===== config.mk =====
export PLATFORM = sky130hd
export DESIGN_NAME = tq_tbuf_ctrl
export DESIGN_NICKNAME = d
export VERILOG_FILES = /design/src/rtl/tq_tbuf_ctrl.sv
export SDC_FILE = /design/constraint.sdc
export NUM_CORES = 1
export LEC_CHECK = 0
export BUFFER_PORTS_ARGS = -buffer_cell sky130_fd_sc_hd__buf_2
export CAP_MARGIN = 15
export CORE_UTILIZATION = 45
export CTS_BUF_LIST = sky130_fd_sc_hd__clkbuf_8
export CTS_CLUSTER_DIAMETER = 200
export DETAILED_ROUTE_END_ITERATION = 10
export GPL_TIMING_DRIVEN = 0
export PLACE_DENSITY = 0.71
export SYNTH_ARGS = -nofsm -noshare
export SYNTH_HDL_FRONTEND = slang
export SYNTH_SLANG_ARGS = --single-unit

===== constraint.sdc =====
create_clock -name clk -period 2.1 [get_ports clk]
set_input_delay 0.315 -clock clk [delete_from_list [all_inputs] [get_ports clk]]
set_output_delay 0.315 -clock clk [all_outputs]
set_load 0.01 [all_outputs]

===== src/rtl/tq_tbuf_ctrl.sv =====
// -----------------------------------------------------------------------------
// tq_tbuf_ctrl
// Transpose-buffer controller for the TQ path. One 32-coefficient block
// (8 rows x 4 cols, row-major) is written into a 32-word single-port SRAM,
// then read back either column-major (transposed) or in linear order for
// the second transform pass.
//
// Ports
//   clk, rst       : clock, synchronous active-high reset
//   in_valid_i     : input coefficient valid
//   in_ready_o     : controller accepts a coefficient (fill phase)
//   in_data_i      : input coefficient
//   in_mode_i      : 0 = transposed, 1 = linear readback (taken with word 0)
//   out_valid_o    : output coefficient valid
//   out_ready_i    : downstream accepts
//   out_data_o     : output coefficient
//   out_last_o     : marks the 32nd output word of a block
//   mem_cen_o      : SRAM chip enable, active low
//   mem_oen_o      : SRAM output enable, active low, tied 0
//   mem_wen_o      : SRAM write enable, active low
//   mem_addr_o     : SRAM address
//   mem_data_o     : SRAM write data
//   mem_data_i     : SRAM read data, valid one cycle after a read access
// -----------------------------------------------------------------------------
module tq_tbuf_ctrl #(
    parameter int Word_Width = 16,
    parameter int Addr_Width = 5
) (
    input  logic                  clk,
    input  logic                  rst,
    input  logic                  in_valid_i,
    output logic                  in_ready_o,
    input  logic [Word_Width-1:0] in_data_i,
    input  logic                  in_mode_i,
    output logic                  out_valid_o,
    input  logic                  out_ready_i,
    output logic [Word_Width-1:0] out_data_o,
    output logic                  out_last_o,
    output logic                  mem_cen_o,
    output logic                  mem_oen_o,
    output logic                  mem_wen_o,
    output logic [Addr_Width-1:0] mem_addr_o,
    output logic [Word_Width-1:0] mem_data_o,
    input  logic [Word_Width-1:0] mem_data_i
);

    typedef enum logic [0:0] {
        ST_WR = 1'b0,
        ST_RD = 1'b1
    } state_e;

    state_e                  state_q;
    logic [Addr_Width-1:0]   wr_cnt_q;
    logic [Addr_Width:0]     rd_cnt_q;      // extra MSB flags "all 32 reads issued"
    logic [Addr_Width-1:0]   pop_cnt_q;
    logic                    mode_q;
    logic                    rd_vld_q;      // a read was issued last cycle; data arrives now
    logic [Word_Width-1:0]   fifo_mem_q [0:1];
    logic                    fifo_wptr_q;
    logic                    fifo_rptr_q;
    logic [1:0]              fifo_cnt_q;
    logic [Addr_Width-1:0]   mem_addr_q;
    logic [Word_Width-1:0]   mem_data_q;

    logic                    wr_fire_s;
    logic                    pop_s;
    logic                    push_s;
    logic [1:0]              occ_s;
    logic                    rd_issue_s;
    logic [Addr_Width-1:0]   rd_addr_s;

    // Handshake, read-issue decision and SRAM port drive.
    always_comb begin
        wr_fire_s  = (state_q == ST_WR) && in_valid_i;
        pop_s      = (fifo_cnt_q != 2'd0) && out_ready_i;
        push_s     = rd_vld_q;
        // Buffered words after this cycle's pop plus the read still in flight.
        occ_s      = fifo_cnt_q - {1'b0, pop_s} + {1'b0, rd_vld_q};
        rd_issue_s = (state_q == ST_RD) && !rd_cnt_q[Addr_Width] && (occ_s < 2'd2);
        // Transposed order walks the 8x4 block column by column: k[2:0]*4 + k[4:3].
        if (mode_q) begin
            rd_addr_s = rd_cnt_q[Addr_Width-1:0];
        end else begin
            rd_addr_s = {rd_cnt_q[2:0], rd_cnt_q[4:3]};
        end

        mem_cen_o = !(wr_fire_s || rd_issue_s);
        mem_wen_o = !wr_fire_s;
        mem_oen_o = 1'b0;
        // Address and write data hold their last value on idle cycles.
        if (wr_fire_s) begin
            mem_addr_o = wr_cnt_q;
            mem_data_o = in_data_i;
        end else if (rd_issue_s) begin
            mem_addr_o = rd_addr_s;
            mem_data_o = mem_data_q;
        end else begin
            mem_addr_o = mem_addr_q;
            mem_data_o = mem_data_q;
        end
    end

    assign in_ready_o  = (state_q == ST_WR);
    assign out_valid_o = (fifo_cnt_q != 2'd0);
    assign out_data_o  = fifo_mem_q[fifo_rptr_q];
    assign out_last_o  = (fifo_cnt_q != 2'd0) && (pop_cnt_q == 5'd31);

    // FSM, counters, output FIFO and SRAM address/data hold registers.
    always_ff @(posedge clk) begin
        if (rst) begin
            state_q       <= ST_WR;
            wr_cnt_q      <= '0;
            rd_cnt_q      <= '0;
            pop_cnt_q     <= '0;
            mode_q        <= 1'b0;
            rd_vld_q      <= 1'b0;
            fifo_mem_q[0] <= '0;
            fifo_mem_q[1] <= '0;
            fifo_wptr_q   <= 1'b0;
            fifo_rptr_q   <= 1'b0;
            fifo_cnt_q    <= 2'd0;
            mem_addr_q    <= '0;
            mem_data_q    <= '0;
        end else begin
            mem_addr_q <= mem_addr_o;
            mem_data_q <= mem_data_o;
            rd_vld_q   <= rd_issue_s;

            if (push_s) begin
                fifo_mem_q[fifo_wptr_q] <= mem_data_i;
                fifo_wptr_q             <= ~fifo_wptr_q;
            end
            if (pop_s) begin
                fifo_rptr_q <= ~fifo_rptr_q;
            end
            fifo_cnt_q <= fifo_cnt_q + {1'b0, push_s} - {1'b0, pop_s};

            case (state_q)
                ST_WR: begin
                    if (wr_fire_s) begin
                        wr_cnt_q <= wr_cnt_q + 5'd1;   // wraps to 0 after word 31
                        if (wr_cnt_q == 5'd0) begin
                            mode_q <= in_mode_i;
                        end
                        if (wr_cnt_q == 5'd31) begin
                            state_q <= ST_RD;
                        end
                    end
                end
                ST_RD: begin
                    if (rd_issue_s) begin
                        rd_cnt_q <= rd_cnt_q + 6'd1;
                    end
                    if (pop_s) begin
                        pop_cnt_q <= pop_cnt_q + 5'd1;
                        if (pop_cnt_q == 5'd31) begin
                            state_q  <= ST_WR;
                            rd_cnt_q <= '0;
                        end
                    end
                end
                default: begin
                    state_q <= ST_WR;
                end
            endcase
        end
    end

endmodule


After elaboration in Yosys (flattened, before gate mapping) --
Memories as Yosys holds them, arrays and structs flattened. A register that Yosys moved wholly into a read port is not among the register bits. Cells that the tools add are included.
Word-level totals: flip-flop bits (word level) 44, latch bits 0, bits in writable memories 32, ROM bits 0, input bits 37, output and inout bits 43, memories kept 1
Memory list:
- fifo_mem_q | depth 2, bits a word 16, read ports 1, clocked after memory_dff 1, wr ports 2, RTL line 58 | logic [Word_Width-1:0] fifo_mem_q [0:1];
Cells by class: add/subtract/negate cells 7, $mul 0, div/mod/pow operators 0, magnitude comparators 1, equality and inequality tests 2, shifts and indexed selects 0, multiplexer cells 22, bitwise operators 3, reduce and logical (&&, ||, !) cells 15
Operators with widths (number):
- $mux W16 | 2
- $mux W6 | 3
- $reduce_or A16 Y1 | 1
- $mux W5 | 3
- $mux W1 | 13
- $add A5 B1 Y5 const B | 2
- $eq A5 B5 Y1 const B | 2
- $add A6 B1 Y6 const B | 1
- $logic_and A1 B1 Y1 | 5
- $logic_not A5 Y1 | 1
- $add A2 B1 Y2 | 2
- $reduce_and A2 Y1 | 2
- $sub A2 B1 Y2 | 2
- $logic_not A1 Y1 | 3
- $not A1 Y1 | 3
- $reduce_and A3 Y1 | 1
- $lt A2 B2 Y1 const B | 1
- $pmux W1 S2 | 1
- $reduce_bool A2 Y1 | 1
- $logic_or A1 B1 Y1 | 1

Logic depth before layout (Yosys ltp) --
depth after elaboration 9, mapped depth 8

Worst setup path before layout --
Ideal clock, no wire load.
path kind register to output, start point reg fifo_cnt_q[1], end point out mem_addr_o[1], arrival 1.802 ns, data required time 1.785 ns, path slack -0.017 ns, cell stages (with the launch flop) 9, path buffers 1, path through dfxtp_1 -> o21a_1 -> xor2_1 -> ha_1 -> and2_1 -> mux2i_1 -> buf_6 -> or3_1 -> nand3_1
On the way: longest elaborated chain between the ends 8
Ends and longest elaborated chain:
- from (decl) | RTL line 61 | logic [1:0] fifo_cnt_q;
- from (signal assigned) | RTL line 136 | fifo_cnt_q <= fifo_cnt_q + {1'b0, push_s} - {1'b0, pop_s};
- $reduce_bool A2 Y1 | RTL line 75 | pop_s = (fifo_cnt_q != 2'd0) && out_ready_i;
- $logic_and A1 B1 Y1 | RTL line 75
- $sub A2 B1 Y2 * | RTL line 78 | occ_s = fifo_cnt_q - {1'b0, pop_s} + {1'b0, rd_vld_q};
- $add A2 B1 Y2 * | RTL line 78
- $lt A2 B2 Y1 * | RTL line 79 | rd_issue_s = (state_q == ST_RD) && !rd_cnt_q[Addr_Width] && (occ_s < 2'd2);
- $logic_and A1 B1 Y1 * | RTL line 79
- $mux W5 * | RTL line 94 | end else if (rd_issue_s) begin
- $mux W5 * | RTL line 91 | if (wr_fire_s) begin
- to (decl) | RTL line 42 | output logic [Addr_Width-1:0] mem_addr_o,
Mark *: on every way between the ends. The rest lies on a longest branch, timed or not.

Worst setup path in the final report --
start point reg fifo_cnt_q[1], end point out mem_addr_o[2]
Same word-level chain as after synthesis.

==> results.md <==
* Crit path top cell by count: buf_6
* Worst setup SP type: flip-flop
* Synth unique cells at 41
* Total number of vias at 2,743
* Yosys warning count at 0
* Seq/Total Area, Yosys at 53.2%
* Global-route usage over all layers at 18.3%
* Crit Path Class: reg -> out
* Area growth from synthesis to layout at 28.4%
* CTS clock-pin slew for the worst setup and hold paths at 0.08 ns
* Final Util at 61.0%
* Post-Route WL at 7560 um
* CP delay by family, top: simple AND/OR/NAND/NOR gates
* Num CTS Buffers at 9
* Post-synthesis average cell area at 10.1 um2
* Top cells by area, synth: edfxtp_1 27%, dfxtp_1 26%, nand2_1 7.1%
* Die footprint at 0.00814 mm2
* Sink Count at 77
* Mapped Cells at 347
* Syn Nets at 391
* RSZ-0062 raised after global routing: yes
* H-tree level count at 3
* Drt first-iter violations at 119
* Main synth FF type: dfxtp_1
* Slew @ Worst Pin at 0.722 ns
* Chip width at 90.2 um
* Antenna violations before repair at 0
* Status: complete, but fails checks
* WP depth at 9
* Starting density of the core at 47.5%
* Final Total Pwr at 3.00 mW
* Arrival time at the worst endpoint at 2.22 ns
* Antenna cells at 0
* Vias in the first global route at 2,666
* Die Ht at 90.2 um
* Failing checks: negative setup slack
* Dpl hpwl at 5050 um
* Largest buffer count on any clock path at 2
* DR vias/cell at 5.01
* Worst slack, placed at -0.265 ns
* DR DRC count at 0
* Yosys reg bits at 77
* Final ANT Viol Nets at 0
* First-pass iteration count of the detailed router at 4
* Cell Rows at 31
* Placed inst area at 0.00402 mm2
* R2r worst-path depth at 8
* Fin crit share at 121%
* CP max stage delay at 0.35 ns
* Slowest CP cell: dfxtp_4
* Layout Skew at 0.00736 ns
* Ports at 80
* Final Max Tran Viols at 0
* Synth area leader: edfxtp_1
* First-pass GRT wire length at 12,000 um
* TritonCTS clock tree: built
* Setup violators final at 6
* Post-synthesis cell area at 0.00350 mm2
* Critical path peak fanout at 6
* Post-layout nets at 488
* CP cell instances: o21a_4 > xor2_2 > ha_2 > nor3_4 > mux2i_4 > buf_6 > or3_4 > nand3_2 > buf_6
* Worst hold stages at 3
* Post-synth EDFFs at 32
* Max Fclk at 0.394 GHz
* Required @ worst endpoint at 1.78 ns
* Worst path buffer plus inverter count at 2
* R2R setup slack at 0.09 ns
* Core Region at 0.00737 mm2
* GRT overflow at 0
* Critical path capture point type: output port
* Largest net degree at the start of global routing at 20
* Final hold vios at 0
* Tmin final at 2.54 ns
* Root Buffer: clkbuf_8
* Post-synth ARST share at 0%
* Share of the synthesized area in the top cell type at 27.4%
* Wire per inst at 13.8 um
* Setup TNS at -2.22 ns
* Fraction of layout cells with a size suffix above 1 at 36.1%
* Relative slew slack at 51.8%
* Leakage at 1.96 nW
* Power per cell area at 667 mW/mm2
* Final instance area at 0.00450 mm2
* Worst skew pair latency at 0.35 ns
* Hold WC Path Type: in -> reg
* Routability Congestion at 0.862
* Max cap viols at 0
* Worst setup margin at -0.440 ns
* Port buffer count at 78
* VDD IR max at 0.393 mV
==> synth_stat cells, types with 3 or more instances <==
cell,instances
nand2_1,66
dfxtp_1,45
and2_1,35
edfxtp_1,32
a21oi_1,23
nor2_1,17
mux2_2,16
nand3_1,13
mux2i_1,10
clkbuf_1,9
a31oi_1,8
ha_1,7
or3_1,7
inv_1,6
xor2_1,6
buf_6,4
nand4_1,4
xnor2_1,4
and3_1,3
buf_1,3
nor2b_1,3
==> cells by family (layout without fill, tap and decap cells) <==
group | count (synthesis) | in the layout | synth area share [%]
compound gates | 37 | 37 | 6.29
xor+xnor | 10 | 10 | 2.50
fa+ha+maj | 7 | 7 | 2.50
buf+inv | 26 | 128 | 3.97
flops | 77 | 77 | 53.2
mux | 26 | 26 | 8.01
other cells | 1 | 1 | 0.107
simple gates | 163 | 163 | 23.4
==> sequential cells by signal, indices dropped and copies added, names as in the netlist, 2 cells and up, named ones only <==
signal,flops
fifo_cnt_q,2
wr_cnt_q,5
mem_addr_q,5
mem_data_q,16
rd_cnt_q,6
fifo_mem_q,32
pop_cnt_q,5
==> timing repair <==
action | CTS | global route
resized for setup | 20 | 26
endpoints found under the setup margin | 22 | 30
hold buffers | 0 | 0
buffers inserted | 7 | 3
pin swaps | 9 | 6
hold endpoints to repair | 0 | 0
gates cloned | 0 | 0
==> area by class of cell <==
| cell class | count | area [um2] |
|---|---|---|
| Sequential cell | 77 | 1870 |
| Inverter | 6 | 26.3 |
| Buffer | 18 | 114 |
| Clock inverter | 7 | 75.1 |
| Clock buffer | 9 | 124 |
| Fill cell | 615 | 2870 |
| Timing Repair Buffer | 88 | 504 |
| Tap cell | 99 | 124 |
| Multi-Input combinational cell | 244 | 1660 |
==> cell usage in the layout, fill, tap and decap left out, types with 8 or more instances in the layout <==
cell      count
mux2i_1       8
a31oi_1       8
mux2_2       16
a21oi_1      23
and2_1       34
dfxtp_1      42
buf_6        11
nor2_1       17
buf_4         9
buf_2        77
edfxtp_1     32
clkbuf_8      9
nand2_1      65
==> report_power, final <==
part	leakage (nW)	total (mW)	internal, mW	switching, mW
registers	0.695	1.62	1.60	0.0243
clock network	0.0935	1.11	0.553	0.562
logic	1.17	0.258	0.114	0.144
total	1.96	3.00	2.27	0.730
==> routing by layer <==
metal	vias up	GRT usage, %	part of all wire, %
li1	1375	-	-
met1	1295	22.2	43
met2	67	31.6	51
met3	6	5.08	5.3
met4	0	5.65	0.83
met5	-	0	0
==> stage by stage <==
| step | hold WS, ns | instances |
|---|---|---|
| 4_1_cts | 0.196 | 545 |
| 5_1_grt | 0.216 | 548 |
| 2_1_floorplan | 0.444 | 347 |
| 6_report | 0.194 | 548 |
| 3_5_place_dp | 0.458 | 524 |
| 3_3_place_gp | 0.454 | 524 |
==> worst paths after layout <==
check,start,endpoint
setup / recovery,fifo_cnt_q[1]$_SDFF_PP0_,mem_addr_o[2]
hold / removal,in_mode_i,mode_q$_SDFFE_PP0P_
setup reg to reg,fifo_cnt_q[1]$_SDFF_PP0_,rd_cnt_q[2]$_SDFFE_PP0P_
hold reg to reg,mem_data_q[15]$_SDFF_PP0_,mem_data_q[15]$_SDFF_PP0_
==> worst min-delay path: stages <==
cell and delay, ns:
buf_2 0.07, mux2i_1 0.05, nor2_1 0.07
Note: power is estimated with default switching activity, not from simulation.
